==> src/rtl/msd_seq_pkg.sv <==
// Shared state encoding and default sizing for the MSD front-end readout sequencer.
package msd_seq_pkg;

  typedef enum logic [2:0] {
    IDLE,
    HOLD,
    SHIFTIN,
    FECLK,
    SETTLE,
    CONV,
    WRITE,
    DRST
  } seq_state_t;

  localparam int DEF_TOTAL_ADCS   = 10;
  localparam int DEF_CHANNELS     = 64;
  localparam int DEF_ADC_BITS     = 16;
  localparam int DEF_HOLD_TICKS   = 4;
  localparam int DEF_SETTLE_TICKS = 2;

  // Largest of three sizing values; used to size the shared tick counter.
  function automatic int max3(input int a, input int b, input int c);
    int m;
    m = (a > b) ? a : b;
    return (m > c) ? m : c;
  endfunction

endpackage

==> src/rtl/msd_readout_seq_if.sv <==
// Per-lane sample FIFO write bus between the readout sequencer and the ADC sample FIFOs.
interface msd_readout_seq_if
  import msd_seq_pkg::*;
#(
  parameter int TotalAdcs = DEF_TOTAL_ADCS,
  parameter int AdcBits   = DEF_ADC_BITS
) ();

  logic [TotalAdcs-1:0][AdcBits-1:0] fifoData;
  logic [TotalAdcs-1:0]              fifoWr;
  logic [TotalAdcs-1:0]              fifoFull;

  modport master (
    output fifoData,
    output fifoWr,
    input  fifoFull
  );

  modport slave (
    input  fifoData,
    input  fifoWr,
    output fifoFull
  );

endinterface

==> src/rtl/msd_adc_deser.sv <==
// One ADC lane: AdcBits-wide MSB-first serial-to-parallel shift register.
module msd_adc_deser
  import msd_seq_pkg::*;
#(
  parameter int AdcBits = DEF_ADC_BITS
) (
  input  logic               clk,
  input  logic               rst,
  input  logic               cap,
  input  logic               sdata,
  output logic [AdcBits-1:0] word
);

  // Shift in one bit per capture; the first bit of a conversion ends up as the MSB.
  always_ff @(posedge clk) begin
    if (!rst) begin
      word <= '0;
    end else if (cap) begin
      word <= {word[AdcBits-2:0], sdata};
    end
  end

endmodule

==> src/rtl/msd_readout_seq.sv <==
// MSD front-end readout sequencer: hold, token shift-in, per-channel FE clock,
// settle, parallel serial ADC conversion and one FIFO write per lane per channel.
// Optional build macro MSD_TESTON_EN adds the testMode input driving TestOn.
module msd_readout_seq
  import msd_seq_pkg::*;
#(
  parameter int TotalAdcs   = DEF_TOTAL_ADCS,
  parameter int Channels    = DEF_CHANNELS,
  parameter int AdcBits     = DEF_ADC_BITS,
  parameter int HoldTicks   = DEF_HOLD_TICKS,
  parameter int SettleTicks = DEF_SETTLE_TICKS
) (
  input  logic                 clk,
  input  logic                 rst,
  input  logic                 en,
  input  logic                 start,
  input  logic                 slwEn,
  input  logic [2:0]           gain,
`ifdef MSD_TESTON_EN
  input  logic                 testMode,
`endif
  output logic                 busy,
  output logic                 error,
  output logic                 reset,
  output logic                 compl,
  output logic                 G0,
  output logic                 G1,
  output logic                 G2,
  output logic                 Holdn,
  output logic                 DRst,
  output logic                 ShiftInn,
  output logic                 Clk,
  output logic                 TestOn,
  input  logic                 ShiftOutn,
  output logic                 SClk,
  output logic                 CsN,
  input  logic [TotalAdcs-1:0] SData,
  msd_readout_seq_if.master    fifo
);

  localparam int CHAN_W = $clog2(Channels + 1);
  localparam int TCNT_W = $clog2(max3(HoldTicks, SettleTicks, 2 * AdcBits) + 1);

  localparam logic [TCNT_W-1:0] HOLD_LAST   = TCNT_W'(HoldTicks - 1);
  localparam logic [TCNT_W-1:0] SETTLE_LAST = TCNT_W'(SettleTicks - 1);
  localparam logic [TCNT_W-1:0] CONV_LAST   = TCNT_W'(2 * AdcBits - 1);
  localparam logic [TCNT_W-1:0] DRST_COMPL  = TCNT_W'(2);
  localparam logic [CHAN_W-1:0] CHAN_LAST   = CHAN_W'(Channels - 1);

  seq_state_t        state_q, state_d;
  logic [TCNT_W-1:0] tcnt_q, tcnt_d;
  logic [CHAN_W-1:0] chan_q, chan_d;
  logic              err_q, err_d;
  logic [2:0]        gain_q, gain_d;
`ifdef MSD_TESTON_EN
  logic              tm_q, tm_d;
`endif

  logic                              cap;
  logic                              abort;
  logic [TotalAdcs-1:0][AdcBits-1:0] words;

  // The FE token output is observed on the board only; it never steers the sequence.
  logic unused_shiftoutn;
  assign unused_shiftoutn = ShiftOutn;

  // Sequencer state, shared tick/phase counter, channel index and latched run settings.
  always_ff @(posedge clk) begin
    if (!rst) begin
      state_q <= IDLE;
      tcnt_q  <= '0;
      chan_q  <= '0;
      err_q   <= 1'b0;
      gain_q  <= '0;
`ifdef MSD_TESTON_EN
      tm_q    <= 1'b0;
`endif
    end else begin
      state_q <= state_d;
      tcnt_q  <= tcnt_d;
      chan_q  <= chan_d;
      err_q   <= err_d;
      gain_q  <= gain_d;
`ifdef MSD_TESTON_EN
      tm_q    <= tm_d;
`endif
    end
  end

  // Next-state and pin decode; every pin step advances only on slwEn except WRITE and compl.
  always_comb begin
    state_d     = state_q;
    tcnt_d      = tcnt_q;
    chan_d      = chan_q;
    err_d       = err_q;
    gain_d      = gain_q;
`ifdef MSD_TESTON_EN
    tm_d        = tm_q;
`endif
    cap         = 1'b0;
    Holdn       = 1'b1;
    DRst        = 1'b0;
    reset       = 1'b0;
    ShiftInn    = 1'b1;
    Clk         = 1'b0;
    SClk        = 1'b1;
    CsN         = 1'b1;
    compl       = 1'b0;
    fifo.fifoWr = '0;

    unique case (state_q)
      IDLE: begin
        if (start && en) begin
          if (err_q) begin
            // A start while errored only re-arms; it does not launch a readout.
            err_d = 1'b0;
          end else begin
            state_d = HOLD;
            tcnt_d  = '0;
            chan_d  = '0;
            gain_d  = gain;
`ifdef MSD_TESTON_EN
            tm_d    = testMode;
`endif
          end
        end
      end

      HOLD: begin
        Holdn = 1'b0;
        if (slwEn) begin
          if (tcnt_q == HOLD_LAST) begin
            state_d = SHIFTIN;
            tcnt_d  = '0;
          end else begin
            tcnt_d = tcnt_q + TCNT_W'(1);
          end
        end
      end

      SHIFTIN: begin
        Holdn    = 1'b0;
        ShiftInn = 1'b0;
        Clk      = (tcnt_q == '0);
        if (slwEn) begin
          if (tcnt_q == '0) begin
            tcnt_d = TCNT_W'(1);
          end else begin
            state_d = SETTLE;
            tcnt_d  = '0;
            chan_d  = '0;
          end
        end
      end

      FECLK: begin
        Holdn = 1'b0;
        Clk   = (tcnt_q == '0);
        if (slwEn) begin
          if (tcnt_q == '0) begin
            tcnt_d = TCNT_W'(1);
          end else begin
            state_d = SETTLE;
            tcnt_d  = '0;
          end
        end
      end

      SETTLE: begin
        Holdn = 1'b0;
        if (slwEn) begin
          if (tcnt_q == SETTLE_LAST) begin
            state_d = CONV;
            tcnt_d  = '0;
          end else begin
            tcnt_d = tcnt_q + TCNT_W'(1);
          end
        end
      end

      CONV: begin
        // Even phases hold SClk high; the tick leaving an even phase is the falling edge.
        Holdn = 1'b0;
        CsN   = 1'b0;
        SClk  = ~tcnt_q[0];
        if (slwEn) begin
          cap = ~tcnt_q[0];
          if (tcnt_q == CONV_LAST) begin
            state_d = WRITE;
            tcnt_d  = '0;
          end else begin
            tcnt_d = tcnt_q + TCNT_W'(1);
          end
        end
      end

      WRITE: begin
        Holdn  = 1'b0;
        tcnt_d = '0;
        if (|fifo.fifoFull) begin
          err_d   = 1'b1;
          state_d = DRST;
        end else begin
          fifo.fifoWr = '1;
          chan_d      = chan_q + CHAN_W'(1);
          state_d     = (chan_q == CHAN_LAST) ? DRST : FECLK;
        end
      end

      DRST: begin
        if (tcnt_q == '0) begin
          Holdn = 1'b0;
          DRst  = 1'b1;
          reset = 1'b1;
        end
        if (tcnt_q == DRST_COMPL) begin
          compl   = 1'b1;
          state_d = IDLE;
          tcnt_d  = '0;
        end else if (slwEn) begin
          tcnt_d = tcnt_q + TCNT_W'(1);
        end
      end

      default: begin
        state_d = IDLE;
        tcnt_d  = '0;
      end
    endcase

    // Losing enable mid-run releases the FE and ADC on the next tick via DRST.
    abort = slwEn && !en && (state_q inside {HOLD, SHIFTIN, FECLK, SETTLE, CONV});
    if (abort) begin
      state_d = DRST;
      tcnt_d  = '0;
      cap     = 1'b0;
    end
  end

  assign busy          = (state_q != IDLE);
  assign error         = err_q;
  assign {G2, G1, G0}  = gain_q;
  assign fifo.fifoData = words;

`ifdef MSD_TESTON_EN
  assign TestOn = tm_q && (state_q != IDLE);
`else
  assign TestOn = 1'b0;
`endif

  for (genvar i = 0; i < TotalAdcs; i++) begin : g_lane
    msd_adc_deser #(
      .AdcBits(AdcBits)
    ) u_deser (
      .clk  (clk),
      .rst  (rst),
      .cap  (cap),
      .sdata(SData[i]),
      .word (words[i])
    );
  end

endmodule

==> src/flat_wrapper.sv <==
// flat-port wrapper written by rule: the top's interface ports become plain ports
module msd_readout_seq_flat import msd_seq_pkg::*;
#(
  parameter int TotalAdcs   = DEF_TOTAL_ADCS,
  parameter int Channels    = DEF_CHANNELS,
  parameter int AdcBits     = DEF_ADC_BITS,
  parameter int HoldTicks   = DEF_HOLD_TICKS,
  parameter int SettleTicks = DEF_SETTLE_TICKS
)
  (clk, rst, en, start, slwEn, gain, busy, error, reset, compl, G0, G1, G2, Holdn, DRst, ShiftInn, Clk, TestOn, ShiftOutn, SClk, CsN, SData, fifo_fifoData, fifo_fifoWr, fifo_fifoFull);
  msd_readout_seq_if #(.TotalAdcs(TotalAdcs), .AdcBits(AdcBits)) fifo_i ();
  input  logic clk;
  input  logic rst;
  input  logic en;
  input  logic start;
  input  logic slwEn;
  input  logic [2:0] gain;
  output logic busy;
  output logic error;
  output logic reset;
  output logic compl;
  output logic G0;
  output logic G1;
  output logic G2;
  output logic Holdn;
  output logic DRst;
  output logic ShiftInn;
  output logic Clk;
  output logic TestOn;
  input  logic ShiftOutn;
  output logic SClk;
  output logic CsN;
  input  logic [TotalAdcs-1:0] SData;
  output wire logic [$bits(fifo_i.fifoData)-1:0] fifo_fifoData;
  output wire logic [$bits(fifo_i.fifoWr)-1:0] fifo_fifoWr;
  input wire logic [$bits(fifo_i.fifoFull)-1:0] fifo_fifoFull;
  assign fifo_fifoData = fifo_i.fifoData;
  assign fifo_fifoWr = fifo_i.fifoWr;
  assign fifo_i.fifoFull = fifo_fifoFull;
  msd_readout_seq #(.TotalAdcs(TotalAdcs), .Channels(Channels), .AdcBits(AdcBits), .HoldTicks(HoldTicks), .SettleTicks(SettleTicks)) u_core (.clk(clk), .rst(rst), .en(en), .start(start), .slwEn(slwEn), .gain(gain), .busy(busy), .error(error), .reset(reset), .compl(compl), .G0(G0), .G1(G1), .G2(G2), .Holdn(Holdn), .DRst(DRst), .ShiftInn(ShiftInn), .Clk(Clk), .TestOn(TestOn), .ShiftOutn(ShiftOutn), .SClk(SClk), .CsN(CsN), .SData(SData), .fifo(fifo_i));
endmodule
==> config.mk <==
export PLATFORM = sky130hd
export DESIGN_NAME = msd_readout_seq_flat
export DESIGN_NICKNAME = d
export VERILOG_FILES = /design/src/rtl/msd_seq_pkg.sv /design/src/rtl/msd_readout_seq_if.sv /design/src/rtl/msd_adc_deser.sv /design/src/rtl/msd_readout_seq.sv /design/src/flat_wrapper.sv
export SDC_FILE = /design/constraint.sdc
export NUM_CORES = 1
export LEC_CHECK = 0
export ABC_AREA = 1
export CAP_MARGIN = 10
export CORE_ASPECT_RATIO = 1.25
export CORE_MARGIN = 1.5
export CORE_UTILIZATION = 47
export DETAILED_ROUTE_END_ITERATION = 7
export PLACE_DENSITY = 0.84
export RECOVER_POWER = 100
export SKIP_LAST_GASP = 1
export SLEW_MARGIN = 10
export SYNTH_ARGS = -nofsm -noshare
export SYNTH_HDL_FRONTEND = slang
export SYNTH_SLANG_ARGS = --single-unit
==> constraint.sdc <==
create_clock -name clk -period 4.1 [get_ports clk]
set_clock_uncertainty 0.1 [all_clocks]
set_input_delay 0.41 -clock clk [delete_from_list [all_inputs] [get_ports clk]]
set_output_delay 0.41 -clock clk [all_outputs]
set_load 0.005 [all_outputs]
==> impl_metrics.tcl <==
set metrics [dict create \
    status "complete, no violations" \
    pre_cts_ws_ns 1.47 \
    viasPerCell 4.88 \
    cellPowerDensity_nw_per_um2 425 \
    slew_violations 0 \
    drive_gt1_share_pct 3.53 \
    post_cts_buffers 0 \
    path_class "flip-flop to primary output" \
    final_period_minus_worst_setup_slack_ns 2.90 \
    instances_no_fill 1315 \
    path_max_fanout 12 \
    vdd_drop_max_mv 0.273 \
    ys_seq_elements 180 \
    path_cells "nand2_1 > nor2_1 > nand2_1 > inv_1 > dlygate4sd3_1" \
    drtIter0Drc 315 \
    finalWirelength_um 16900 \
    vias 6421 \
    required_ns 3.59 \
    synth-seq-area-share_pct 49.8 \
    drc 0 \
    diodes 0 \
    crit_path_frequent_cell "nand2_1" \
    cp.arrival_ns 2.39 \
    tightest_slew_ns 0.737 \
    io_pins 213 \
    setup_viol 0 \
    cp_slowest_cell "dlygate4sd3_1" \
    layout_commonest_cell "inv_1" \
    clkTransAtPathRegs_ns 0.07 \
    crit_path_end_kind "primary output" \
    h-tree-depth 4 \
    hold_viol 0 \
    core_um2 15000 \
    setup_slack_ns 1.20 \
    antenna_left 0 \
    cts_resized 0 \
    die_h_um 142 \
    cts.sinks 180 \
    hold_path_class "flip-flop to flip-flop" \
    cts_buffer_depth 2 \
    fin_setup_tns_ns 0 \
    grt-ovfl-total 0 \
    num-fill-cells 1303 \
    num_rows 50 \
    grt_pass1_vias 5883 \
    rsz0062_at_grt "false" \
    grt_pass1_wl_um 27200 \
    nNetsFinal 1157 \
    hold-worst-slack_ns 0.341 \
    power_mw 4.20 \
    cts_hold_buf 0 \
    antenna_found_initial 0 \
    syn_inst 952 \
    avgSynthCellArea_um2 7.61 \
    port_buffers 210 \
    syn_area_um2 7240 \
    p_leak_nw 4.18 \
    track_usage_pct 21.0 \
    area_growth_pct 36.4 \
    final_cell_mix "inv_1 (196), dlygate4sd3_1 (182), dfxtp_1 (180)" \
    dieArea_um2 16200 \
    clockRootBuffer "clkbuf_16" \
    cts_tree "yes" \
    slew_headroom_pct 50.9 \
    initial_core_util_pct 48.2 \
    synth_warnings 0 \
    start_kind "flip-flop" \
    cts_buffers 17 \
    dpl.cell_count 1283 \
    cpPeakStageDelay_ns 0.62 \
    maxCapViolCount 0 \
    dp_hpwl_um 11300 \
    gp_congestion 0.877 \
    die_w_um 114 \
    syn_nets 989 \
    post-route-period-util_pct 70.8 \
    wl_per_cell_um 12.9 \
    max_freq_mhz 344 \
    clk_latency_ns 0.42 \
    grt_max_degree 203 \
    dr.pass1.iters 6 \
    yosysUniqueCellTypes 30 \
]
[cell families (layout without fill, tap and decap cells)]
kind of cell             Yosys count  after routing  share of synthesized area (%)
XOR/XNOR                           5              5                          0.605
other                              1              1                         0.0518
AND/OR/NAND/NOR                  151            151                           9.14
flip-flops                       180            180                           49.8
adder cells (fa/ha/maj)            8              8                           1.38
AO/OA/AOI/OAI                    344            344                           23.8
buffers and inverters            263            444                           15.2
[report_power, final]
part | leakage [nW] | switching [mW] | internal [mW] | total [mW]
registers | 1.45 | 0.0466 | 1.80 | 1.85
clock network | 0.322 | 0.703 | 1.07 | 1.77
logic | 2.41 | 0.349 | 0.232 | 0.581
[through the flow]
stage          util (%)  cell area (um^2)
4_1_cts            66.0              9910
5_1_grt            65.8              9880
3_3_place_gp       61.7              9270
3_5_place_dp       61.7              9270
6_report           65.8              9880
2_1_floorplan         -              7240
[path summary, 6_finish.rpt]
| kind | slack (ns) | startpoint | to | depth (start not counted) |
|---|---|---|---|---|
| min | 0.34 | u_core.g_lane[8].u_deser.word[15] | u_core.g_lane[8].u_deser.word[15] | 2 |
| max | 1.20 | u_core.state_q[2] | fifo_fifoWr[3] | 5 |
| max reg2reg | 1.60 | u_core.state_q[2] | u_core.g_lane[1].u_deser.word[12] | 7 |
| min reg2reg | 0.34 | u_core.g_lane[8].u_deser.word[15] | u_core.g_lane[8].u_deser.word[15] | 2 |
[layer usage]
layer  GRT usage [%]  share of wire [%]  wire length, um  up-vias
li1                -                  -                -     3349
met1            23.5                 41             6980     2872
met2            35.6                 48             8100      175
met3            8.89                8.6             1460       25
met4            7.83                2.2              369        0
met5               0                  0                0        -
[sequential cells by signal, summed over array words and instances, names as in the netlist]
signal                      flops
u_core.g_lane.u_deser.word    160
u_core.chan_q                   7
u_core.tcnt_q                   6
u_core.gain_q                   3
u_core.state_q                  3
u_core.error                    1
[final cells by class]
cell class                      count  area, um^2  area share [%]
Sequential cell                   180        3600            36.5
Multi-Input combinational cell    509        2500            25.3
Timing Repair Buffer              214        2150            21.8
Inverter                          198         743            7.52
Clock buffer                       19         453            4.58
Tap cell                          182         228            2.30
Clock inverter                     13         196            1.99
[worst max-delay path, delay by kind of cell, from the launching register on]
kind	cells	cell delay (ns)
DFF	1	0.47
buffers and inverters	2	0.85
and+or+nand+nor	3	0.65
[cell usage after synthesis, drive strengths merged]
cell type    n  area, um^2
a21oi      174         871
xnor2        4        35.0
nor2        48         193
inv        197         739
nand3       23         130
nor4         1        6.26
nor3         3        15.0
clkbuf      20        75.1
clkinv       1        3.75
o21ai      168         841
dfxtp      180        3600
nand2       71         269
a22oi        1        7.51
a21boi       1        7.51
conb         1        3.75
nand4        3        33.8
nand3b       2        15.0
buf         45         284
xor2         1        8.76
ha           8         100
(Power assumes the default switching activity.)
